===== config.mk =====
export PLATFORM = sky130hd
export DESIGN_NAME = knap_multi_search
export DESIGN_NICKNAME = d
export VERILOG_FILES = /design/src/rtl/knap_pkg.sv /design/src/rtl/knap_subset_sum.sv /design/src/rtl/knap_multi_search.sv
export SDC_FILE = /design/constraint.sdc
export NUM_CORES = 2
export LEC_CHECK = 0
export ABC_AREA = 1
export BUFFER_PORTS_ARGS = -buffer_cell sky130_fd_sc_hd__buf_2
export CORE_ASPECT_RATIO = 1.75
export CORE_UTILIZATION = 31
export DETAILED_ROUTE_END_ITERATION = 16
export PLACE_DENSITY = 0.45
export SLEW_MARGIN = 30
export SYNTH_ARGS = -nofsm -noshare
export SYNTH_HDL_FRONTEND = slang
export SYNTH_SLANG_ARGS = --single-unit

===== constraint.sdc =====
create_clock -name clk -period 13.45 [get_ports clk]
set_clock_uncertainty 0.1 [all_clocks]
set_input_delay 0.6725 -clock clk [delete_from_list [all_inputs] [get_ports clk]]
set_output_delay 0.6725 -clock clk [all_outputs]
set_load 0.02 [all_outputs]

===== src/rtl/knap_pkg.sv =====
// Shared types and helpers for the exhaustive multi-constraint knapsack solver.
package knap_pkg;

  typedef enum logic [1:0] {
    IDLE  = 2'd0,
    SWEEP = 2'd1,
    DRAIN = 2'd2,
    DONE  = 2'd3
  } state_t;

  localparam int DIM_VALUE = 0;

  // Sum width large enough that adding every item's largest coefficient never wraps.
  function automatic int acc_width(input int coef_w, input int n_items);
    return coef_w + $clog2(n_items + 1);
  endfunction

endpackage


===== src/rtl/knap_subset_sum.sv =====
// Stage 1: registered sum of the coefficients selected by a subset mask, for one dimension.
module knap_subset_sum
  import knap_pkg::*;
#(
  parameter int N_ITEMS = 13,
  parameter int COEF_W  = 8,
  parameter int ACC_W   = acc_width(COEF_W, N_ITEMS)
) (
  input  logic                            clk,
  input  logic                            rst,
  input  logic [N_ITEMS-1:0]              mask,
  input  logic [N_ITEMS-1:0][COEF_W-1:0]  coef,
  output logic [ACC_W-1:0]                sum_q
);

  logic [ACC_W-1:0] sum_d;

  always_comb begin
    sum_d = '0;
    for (int i = 0; i < N_ITEMS; i++) begin
      if (mask[i]) begin
        sum_d = sum_d + ACC_W'(coef[i]);
      end else begin
        sum_d = sum_d;
      end
    end
  end

  always_ff @(posedge clk or posedge rst) begin
    if (rst) begin
      sum_q <= '0;
    end else begin
      sum_q <= sum_d;
    end
  end

endmodule


===== src/rtl/knap_multi_search.sv =====
// Exhaustive 0/1 knapsack solver: sweeps every subset through a 2-stage pipeline.
// Optional KNAP_FEAS_COUNT_EN adds a saturating count of feasible subsets.
module knap_multi_search
  import knap_pkg::*;
#(
  parameter int  N_ITEMS = 13,
  parameter int  N_DIMS  = 2,
  parameter int  COEF_W  = 8,
  localparam int ACC_W   = acc_width(COEF_W, N_ITEMS),
  localparam int IDX_W   = $clog2(N_ITEMS),
  localparam int DIM_W   = $clog2(N_DIMS + 1)
) (
  input  logic               clk,
  input  logic               rst,
  input  logic               cfg_we,
  input  logic [IDX_W-1:0]   cfg_item,
  input  logic [DIM_W-1:0]   cfg_dim,
  input  logic [COEF_W-1:0]  cfg_data,
  input  logic               lim_we,
  input  logic [DIM_W-1:0]   lim_dim,
  input  logic [ACC_W-1:0]   lim_data,
  input  logic               start,
  output logic               busy,
  output logic               done,
  output logic               best_valid,
  output logic [N_ITEMS-1:0] best_mask,
  output logic [ACC_W-1:0]   best_value,
  output logic [N_ITEMS:0]   feas_count
);

  localparam logic [N_ITEMS:0] CNT_LAST = {1'b0, {N_ITEMS{1'b1}}};

  logic [N_DIMS:0][N_ITEMS-1:0][COEF_W-1:0] coef_q, coef_d;
  logic [N_DIMS:0][ACC_W-1:0]               lim_q, lim_d;
  state_t                                   state_q, state_d;
  logic [N_ITEMS:0]                         cnt_q, cnt_d;
  logic                                     s1_valid_q, s1_valid_d;
  logic [N_ITEMS-1:0]                       s1_mask_q, s1_mask_d;
  logic                                     best_valid_q, best_valid_d;
  logic [N_ITEMS-1:0]                       best_mask_q, best_mask_d;
  logic [ACC_W-1:0]                         best_value_q, best_value_d;
  logic                                     busy_q, busy_d;
  logic                                     done_q, done_d;
  logic                                     start_accept_s;
  logic                                     feasible_s;
  logic [ACC_W-1:0]                         sum_s [N_DIMS+1];

  for (genvar d = 0; d <= N_DIMS; d++) begin : g_dim
    knap_subset_sum #(
      .N_ITEMS (N_ITEMS),
      .COEF_W  (COEF_W),
      .ACC_W   (ACC_W)
    ) u_sum (
      .clk   (clk),
      .rst   (rst),
      .mask  (cnt_q[N_ITEMS-1:0]),
      .coef  (coef_q[d]),
      .sum_q (sum_s[d])
    );
  end

  // Configuration writes are only honoured while no sweep is running.
  always_comb begin
    coef_d = coef_q;
    lim_d  = lim_q;
    if (cfg_we && !busy_q && (32'(cfg_item) < N_ITEMS) && (32'(cfg_dim) <= N_DIMS)) begin
      coef_d[cfg_dim][cfg_item] = cfg_data;
    end else begin
      coef_d = coef_q;
    end
    if (lim_we && !busy_q && (32'(lim_dim) <= N_DIMS)) begin
      lim_d[lim_dim] = lim_data;
    end else begin
      lim_d = lim_q;
    end
  end

  always_comb begin
    state_d        = state_q;
    cnt_d          = cnt_q;
    start_accept_s = 1'b0;
    case (state_q)
      IDLE: begin
        if (start) begin
          state_d        = SWEEP;
          cnt_d          = '0;
          start_accept_s = 1'b1;
        end else begin
          state_d = IDLE;
        end
      end
      SWEEP: begin
        cnt_d = cnt_q + (N_ITEMS+1)'(1);
        if (cnt_q == CNT_LAST) begin
          state_d = DRAIN;
        end else begin
          state_d = SWEEP;
        end
      end
      DRAIN:   state_d = DONE;
      DONE:    state_d = IDLE;
      default: state_d = IDLE;
    endcase
  end

  // Stage 2: value must reach the minimum, every cost must stay within its limit.
  always_comb begin
    feasible_s = (sum_s[DIM_VALUE] >= lim_q[DIM_VALUE]);
    for (int k = 1; k <= N_DIMS; k++) begin
      if (sum_s[k] > lim_q[k]) begin
        feasible_s = 1'b0;
      end else begin
        feasible_s = feasible_s;
      end
    end
  end

  always_comb begin
    s1_valid_d   = (state_q == SWEEP);
    s1_mask_d    = cnt_q[N_ITEMS-1:0];
    best_valid_d = best_valid_q;
    best_mask_d  = best_mask_q;
    best_value_d = best_value_q;
    busy_d       = (state_d == SWEEP) || (state_d == DRAIN);
    done_d       = (state_q == DONE);
    if (start_accept_s) begin
      best_valid_d = 1'b0;
      best_mask_d  = '0;
      best_value_d = '0;
    // Strict greater-than keeps the lowest mask among equal-value subsets.
    end else if (s1_valid_q && feasible_s &&
                 (!best_valid_q || (sum_s[DIM_VALUE] > best_value_q))) begin
      best_valid_d = 1'b1;
      best_mask_d  = s1_mask_q;
      best_value_d = sum_s[DIM_VALUE];
    end else begin
      best_valid_d = best_valid_q;
    end
  end

  always_ff @(posedge clk or posedge rst) begin
    if (rst) begin
      coef_q       <= '0;
      lim_q        <= '0;
      state_q      <= IDLE;
      cnt_q        <= '0;
      s1_valid_q   <= 1'b0;
      s1_mask_q    <= '0;
      best_valid_q <= 1'b0;
      best_mask_q  <= '0;
      best_value_q <= '0;
      busy_q       <= 1'b0;
      done_q       <= 1'b0;
    end else begin
      coef_q       <= coef_d;
      lim_q        <= lim_d;
      state_q      <= state_d;
      cnt_q        <= cnt_d;
      s1_valid_q   <= s1_valid_d;
      s1_mask_q    <= s1_mask_d;
      best_valid_q <= best_valid_d;
      best_mask_q  <= best_mask_d;
      best_value_q <= best_value_d;
      busy_q       <= busy_d;
      done_q       <= done_d;
    end
  end

`ifdef KNAP_FEAS_COUNT_EN
  localparam logic [N_ITEMS:0] FEAS_MAX = {1'b1, {N_ITEMS{1'b0}}};
  logic [N_ITEMS:0] feas_q, feas_d;

  always_comb begin
    feas_d = feas_q;
    if (start_accept_s) begin
      feas_d = '0;
    end else if (s1_valid_q && feasible_s && (feas_q != FEAS_MAX)) begin
      feas_d = feas_q + (N_ITEMS+1)'(1);
    end else begin
      feas_d = feas_q;
    end
  end

  always_ff @(posedge clk or posedge rst) begin
    if (rst) begin
      feas_q <= '0;
    end else begin
      feas_q <= feas_d;
    end
  end

  assign feas_count = feas_q;
`else
  assign feas_count = '0;
`endif

  assign busy       = busy_q;
  assign done       = done_q;
  assign best_valid = best_valid_q;
  assign best_mask  = best_mask_q;
  assign best_value = best_value_q;

endmodule


== After elaboration in Yosys (flattened, before gate mapping) ==
Index checks and enable logic that the tools add are counted.
Cells by class
  add/subtract/negate cells: 37
  magnitude comparators: 13
  equality and inequality tests: 7
  muxes and demuxes: 62
  reductions and logical operators: 18
Operators with widths (count)
  two-way mux 12 bit: 39
  adder 12 x 8 -> 12 bit: 33
  bitwise mux 312 bit: 1
  demux 104 bit (select 2 bit): 1
  two-way mux 104 bit: 1
  bitwise mux 36 bit: 1
  > comparator 12 bit: 3
  demux 8 bit (select 4 bit): 1
  two-way mux 8 bit: 4
  one-hot mux 14 bit (2 select lines): 1
  adder 8 x 8 -> 9 bit: 3
  two-way mux 13 bit: 2
  demux 12 bit (select 2 bit): 1
  adder 14 x 1 -> 14 bit, second input constant: 1
  == test 14 x 13 -> 1 bit, second input constant: 1
  two-way mux 14 bit: 1
  greater-or-equal comparator 12 bit: 1
  logical AND 1 bit: 10
  one-hot mux 2 bit (4 select lines): 1
  two-way mux 1 bit: 7
  == test 2 bit, second input constant: 3
  less-than comparator 2 x 3 -> 1 bit, second input constant: 2
  less-than comparator 4 x 5 -> 1 bit, second input constant: 1
  == test 2 x 1 -> 1 bit, second input constant: 2
  other kinds (11): 16
Storage, ports and cells
  register bits: 442
  input port bits: 33
  output and inout port bits: 42
  word-level logic and storage cells: 191

== Logic depth before layout (Yosys ltp) ==
  depth in word-level cells: 25
  gate-level depth with buffers: 87
  mapped depth without buffers: 84

== By module ==
Synthesis repeated with hierarchy kept, for this count alone.
Unflattened totals
  cells, all modules: 4955
  area, all modules: 35434.0 um^2
By module, submodules not included
  knap_multi_search: instances 1, cells an instance 1706, area each 16273.1 um^2, sequential area each 10159.7 um^2
  knap_subset_sum (g_dim[1].u_sum): instances 1, cells an instance 1098, area each 6470.0 um^2, sequential area each 300.3 um^2
  knap_subset_sum (g_dim[2].u_sum): instances 1, cells an instance 1082, area each 6392.4 um^2, sequential area each 300.3 um^2
  knap_subset_sum (g_dim[0].u_sum): instances 1, cells an instance 1069, area each 6298.5 um^2, sequential area each 300.3 um^2

== Least setup slack after synthesis ==
OpenSTA, ideal clock, no wires.
  kind: register to register
  from: register cnt_q[0]
  to: register g_dim[1].u_sum.sum_q[11]
  library setup time: 113 ps
  data arrival time: 10819 ps
  data required time: 13237 ps
  setup slack: 2418 ps
  cell stages (with the launch flop): 64
  buffers on the path: 3
  clock period less this slack: 11032 ps
  cells stage by stage: dfrtp_1 buf_4 buf_4 buf_6 nand2_1 inv_1 ha_1 inv_1 fa_1 o21ai_1 fa_1 inv_1 o21ai_2 inv_1 fa_1 o21ai_2 inv_1 fa_1 (+28 left out) o31ai_1 xnor2_1 nand2_1 and2_1 ha_1 nand2_1 o21ai_0 a21oi_1 o21bai_1 nand2_1 nand2_1 nand2_1 nor2_2 nand3_1 a21oi_1 nand2_1 nand2_1 inv_1
Between the ends
  cells in the longest elaborated chain, start to end: 25
RTL lines
  start: declaration: line knap_multi_search.sv:36  | logic [N_ITEMS:0] cnt_q, cnt_d;
  start signal: assignment: line knap_multi_search.sv:158  | cnt_q <= cnt_d;
  two-way mux 8 bit (*): line knap_subset_sum.sv:21  | if (mask[i]) begin
  adder 8 x 8 -> 9 bit: line knap_subset_sum.sv:22  | sum_d = sum_d + ACC_W'(coef[i]);
  two-way mux 12 bit (*): line knap_subset_sum.sv:21
  adder 12 x 8 -> 12 bit: line knap_subset_sum.sv:22
  two-way mux 12 bit (*): line knap_subset_sum.sv:21
  adder 12 x 8 -> 12 bit: line knap_subset_sum.sv:22
  two-way mux 12 bit (*): line knap_subset_sum.sv:21
  adder 12 x 8 -> 12 bit: line knap_subset_sum.sv:22
  (+10 left out)
  two-way mux 12 bit (*): line knap_subset_sum.sv:21
  adder 12 x 8 -> 12 bit: line knap_subset_sum.sv:22
  two-way mux 12 bit (*): line knap_subset_sum.sv:21
  adder 12 x 8 -> 12 bit: line knap_subset_sum.sv:22
  two-way mux 12 bit (*): line knap_subset_sum.sv:21
  adder 12 x 8 -> 12 bit: line knap_subset_sum.sv:22
  two-way mux 12 bit (*): line knap_subset_sum.sv:21
  named net g_dim[1].u_sum.sum_d[11]: line knap_subset_sum.sv:16  | logic [ACC_W-1:0] sum_d;
  end signal: assignment: line knap_subset_sum.sv:33  | sum_q <= sum_d;
  end: declaration: line knap_subset_sum.sv:13  | output logic [ACC_W-1:0] sum_q
Mark *: on every way through the listed nets, which the timed path passes. The rest lies on a longest branch.
A chain may end at the register's enable or synchronous reset.

== Worst setup path after layout ==
  from: register cnt_q[0]
  to: register g_dim[2].u_sum.sum_q[11]
Between the ends
  cells in the longest elaborated chain, start to end: 25
RTL lines (line)
  two-way mux 8 bit (*): knap_subset_sum.sv:21
  adder 8 x 8 -> 9 bit: knap_subset_sum.sv:22
  two-way mux 12 bit (*): knap_subset_sum.sv:21
  adder 12 x 8 -> 12 bit: knap_subset_sum.sv:22
  two-way mux 12 bit (*): knap_subset_sum.sv:21
  adder 12 x 8 -> 12 bit: knap_subset_sum.sv:22
  two-way mux 12 bit (*): knap_subset_sum.sv:21
  adder 12 x 8 -> 12 bit: knap_subset_sum.sv:22
  (+10 left out)
  two-way mux 12 bit (*): knap_subset_sum.sv:21
  adder 12 x 8 -> 12 bit: knap_subset_sum.sv:22
  two-way mux 12 bit (*): knap_subset_sum.sv:21
  adder 12 x 8 -> 12 bit: knap_subset_sum.sv:22
  two-way mux 12 bit (*): knap_subset_sum.sv:21
  adder 12 x 8 -> 12 bit: knap_subset_sum.sv:22
  two-way mux 12 bit (*): knap_subset_sum.sv:21
  named net g_dim[2].u_sum.sum_d[11]: knap_subset_sum.sv:16
  end signal: assignment: knap_subset_sum.sv:33
  end: declaration: knap_subset_sum.sv:13
Marks and branches as above.

==> flow_metrics.py <==
metrics = {
    "floorplan": {
        "die_width_um": 257,
        "ioPinCount": 75,
        "coreArea_um2": 113000,
        "die_h_um": 448,
        "floorplan.die_area_um2": 115000,
        "initial_core_util_pct": 31.3,
        "row_count": 163,
    },
    "routing": {
        "detail-route-antenna-nets": 0,
        "via_count": 29457,
        "detail_route.wirelength_um": 96600,
        "dr_pass1_iterations": 6,
        "post_drt_via_cell_ratio": 4.63,
        "routed_wire_length_per_instance_um": 15.2,
        "detail_route.iter0.violations": 1400,
        "drc": 0,
    },
    "placement": {
        "placed_cell_areas_um2": 37000,
        "port-buffer-count": 60,
        "routabilityCongestion": 0.826,
        "placed_wire_length_estimate_after_detailed_placement_um": 74000,
    },
    "global_routing": {
        "maximum_number_of_pins_on_one_net_before_global_route_repair": 99,
        "total_global_routing_overflow": 0,
        "grt.total_usage_pct": 16.9,
        "first_global_vias": 29650,
        "antenna_found_initial": 1,
        "grt_first_pass_wirelength_um": 155000,
    },
    "timing": {
        "unrepaired_setup_endpoints_after_global_routing": "false",
        "peak_clock_frequency_supported_by_timing_mhz": 82.4,
        "finalHoldViolations": 0,
        "maxSlewHeadroom_pct": 34.8,
        "timing.final.crit_share_pct": 90.2,
        "timing_worst_slew_pin_value_ps": 977,
        "fin_worst_hold_slack_ps": 88.8,
        "finalSetupViolations": 0,
        "drv_slew": 0,
        "setup_tns_ps": 0,
        "post-route-min-period_ps": 12140,
    },
    "yosys": {
        "postSynthAreaPerCell_um2": 7.28,
        "post_synth_mux_area_share_pct": 0,
        "yosys.area_share.xor_xnor_pct": 3.38,
        "yosysUniqueCellTypes": 56,
        "synth_most_common_cell": "sky130_fd_sc_hd__nand2_1",
        "mappedNetlistArea_um2": 35300,
        "synth_area_in_compound_gates_pct": 15.2,
        "synth-seq-cells": 442,
        "adder_cell_share_of_the_synthesized_area_pct": 14.6,
        "yosys.area_share.simple_pct": 26.6,
        "yosys-top-cells-count": "sky130_fd_sc_hd__nand2_1, sky130_fd_sc_hd__inv_1, sky130_fd_sc_hd__o21ai_0",
        "synth_top_area_share_pct": 31.4,
        "total_of_warnings_raised_by_yosys": 0,
        "synth-edff-count": 0,
        "synthCells": 4844,
        "synth-seq-area-share_pct": 31.4,
        "netlist_top_cells_area": "sky130_fd_sc_hd__dfrtp_1, sky130_fd_sc_hd__nand2_1, sky130_fd_sc_hd__ha_1, sky130_fd_sc_hd__o21ai_0, sky130_fd_sc_hd__inv_1",
        "synthFlopType": "sky130_fd_sc_hd__dfrtp_1",
        "ffs_w_async_s_r_synth_pct": 100,
        "synth_top_family_by_area": "simple AND/OR/NAND/NOR gates",
        "largest_area_contributor_in_the_synthesized_netlist": "sky130_fd_sc_hd__dfrtp_1",
    },
    "cts": {
        "clock-root-buffer": "sky130_fd_sc_hd__clkbuf_16",
        "clock-sinks": 442,
        "cts-hold-fix-buffers": 0,
        "post-cts-setup-buffers": 0,
        "number_of_buffers_inserted_during_clock_tree_synthesis": 51,
        "clock_tree_from_tritoncts": "done",
        "clock_latency_ps": 630,
        "cts_max_level": 2,
        "cts-root-to-sink-buffers": 3,
        "cts_repair_resize_count": 0,
        "clkTransAtPathRegs_ps": 60,
    },
    "power_and_ir_drop": {
        "ir_worst_vdd_uv": 85.9,
        "fin_total_pwr_uw": 2920,
        "leakage_uw": 0.0196,
        "power.density_cell_area_nw_per_um2": 75.3,
    },
    "worst_hold_path": {
        "holdCritPathClass": "primary input to asynchronous set/reset pin",
    },
    "worst_setup_path": {
        "setup.worst_path.class": "flop to flop",
        "critical-path-top-cell-by-count": "sky130_fd_sc_hd__nand2_1",
        "critical_path.slowest_cell": "sky130_fd_sc_hd__dfrtp_1",
        "ff2ff_setup_slack_ps": 1310,
        "max_incr_delay_on_cp_ps": 720,
        "worstPathMaxFanout": 18,
        "critical_path_required_ps": 13870,
        "worst_ep_arrival_time_ps": 12560,
        "critPathLaunchType": "flop",
        "critical_path.endpoint_type": "flop",
    },
    "final_layout": {
        "syn_to_final_growth_pct": 10.0,
        "layout-drive-gt1-share_pct": 9.92,
        "layout.nets": 5262,
        "final_design_area_no_fill_um2": 38800,
        "fill_cells": 12010,
    },
    "flow_run": {
        "max_cap_viol_count": 0,
    },
    "outcome": {
        "outcome": "finished, final reports clean",
    },
}
-- flip-flops by register name, indices dropped and copies added, names as in the netlist --
register and count:
coef_q 312, state_q 2, done 1, best_value 12, g_dim.u_sum.sum_q 36, busy 1, best_valid 1, cnt_q 14
s1_mask_q 13, lim_q 36, s1_valid_q 1, best_mask 13
-- logic make-up (layout without fill, tap and decap cells) --
family                     count (synthesis)  after routing
AOI/OAI and AO/OA                        974            974
xor gates and xnor gates                 136            136
adders and majority gates                391            391
buffers and inverters                    780            801
DFF                                      442            442
other                                      1             15
and+or+nand+nor                         2120           2120
-- worst paths after layout --
| check | start | end | cells past startpoint |
|---|---|---|---|
| setup reg to reg | cnt_q[0] | g_dim[2].u_sum.sum_q[11] | 75 |
| min in group clk | lim_data[6] | lim_q[6] | 3 |
| setup / recovery | cnt_q[0] | g_dim[2].u_sum.sum_q[11] | 75 |
| max in group asynchronous | rst | coef_q[119] | 4 |
| hold / removal | rst | s1_mask_q[7] | 2 |
| hold reg to reg | state_q[0] | done | 2 |
-- per-layer routing --
metal	vias to the layer above	GRT usage [%]	part of all wire [%]
li1	15696	-	-
met1	13393	18.0	40
met2	254	34.4	55
met3	114	1.62	1.9
met4	0	5.10	2.7
met5	-	0	0
-- layout by cell type (no fill, tap or decap), types with 7 or more instances in the layout --
cell | Yosys | routed
sky130_fd_sc_hd__conb_1 | 1 | 14
sky130_fd_sc_hd__nand3b_1 | 22 | 22
sky130_fd_sc_hd__o22ai_1 | 7 | 7
sky130_fd_sc_hd__o31ai_1 | 13 | 13
sky130_fd_sc_hd__nand4_1 | 20 | 20
sky130_fd_sc_hd__fa_1 | 36 | 36
sky130_fd_sc_hd__inv_2 | 31 | 34
sky130_fd_sc_hd__clkbuf_1 | 114 | 10
sky130_fd_sc_hd__nand3_4 | 7 | 7
sky130_fd_sc_hd__nand3_1 | 268 | 267
sky130_fd_sc_hd__dfrtp_1 | 442 | 442
sky130_fd_sc_hd__or2_2 | 28 | 28
sky130_fd_sc_hd__a21o_1 | 11 | 11
sky130_fd_sc_hd__xor2_1 | 81 | 81
sky130_fd_sc_hd__nor2_1 | 261 | 261
sky130_fd_sc_hd__inv_1 | 571 | 561
sky130_fd_sc_hd__and2_1 | 36 | 36
sky130_fd_sc_hd__nand2_1 | 1297 | 1297
sky130_fd_sc_hd__clkbuf_16 | 0 | 53
sky130_fd_sc_hd__clkinv_2 | 0 | 8
sky130_fd_sc_hd__o21ai_1 | 49 | 48
sky130_fd_sc_hd__buf_4 | 19 | 39
sky130_fd_sc_hd__xnor2_1 | 55 | 55
sky130_fd_sc_hd__nand2_4 | 15 | 15
sky130_fd_sc_hd__o21ai_0 | 527 | 527
sky130_fd_sc_hd__o21a_1 | 13 | 13
sky130_fd_sc_hd__ha_1 | 355 | 355
sky130_fd_sc_hd__a31oi_1 | 22 | 22
sky130_fd_sc_hd__nor3_1 | 17 | 17
sky130_fd_sc_hd__nor2_2 | 10 | 10
sky130_fd_sc_hd__o21ai_2 | 54 | 54
sky130_fd_sc_hd__nand3_2 | 36 | 37
sky130_fd_sc_hd__o21bai_1 | 8 | 8
sky130_fd_sc_hd__clkinv_1 | 4 | 7
sky130_fd_sc_hd__nand2_2 | 90 | 90
sky130_fd_sc_hd__a21oi_1 | 238 | 238
sky130_fd_sc_hd__clkbuf_8 | 0 | 15
sky130_fd_sc_hd__buf_2 | 21 | 60
-- final cells by class --
type / count / area [um2] / share of cell area, %
antenna: 1 / 2.50 / 0.00645
clock buffer: 78 / 1570 / 4.05
clock inverter: 15 / 210 / 0.542
multi-input combinational: 3635 / 21200 / 54.6
timing repair buffer: 102 / 643 / 1.66
tap: 1485 / 1860 / 4.79
inverter: 606 / 2290 / 5.90
sequential: 442 / 11100 / 28.5
-- stage by stage --
step,utilization (%),instances,setup WS [ps]
final,34.4,6364,1310
after global routing,34.4,6364,85.7
after CTS,34.4,6363,1180
after detailed placement,32.8,6270,1230
after global placement,32.8,6269,1290
after floorplan,-,4857,362
-- report_power, final --
part           switching (uW)  internal [uW]
clock network             627            896
logic                    63.9           6.61
registers                   0           1330
total                     691           2230
-- worst max-delay path, delay by kind of cell, from the launching register on --
| family | cells | cell delay, ps |
|---|---|---|
| buffers and inverters | 9 | 530 |
| AO/OA/AOI/OAI | 11 | 1730 |
| flip-flops | 1 | 720 |
| AND/OR/NAND/NOR | 39 | 4510 |
| adder cells (fa/ha/maj) | 13 | 3970 |
| XOR/XNOR | 3 | 460 |
(Power assumes the default switching activity.)
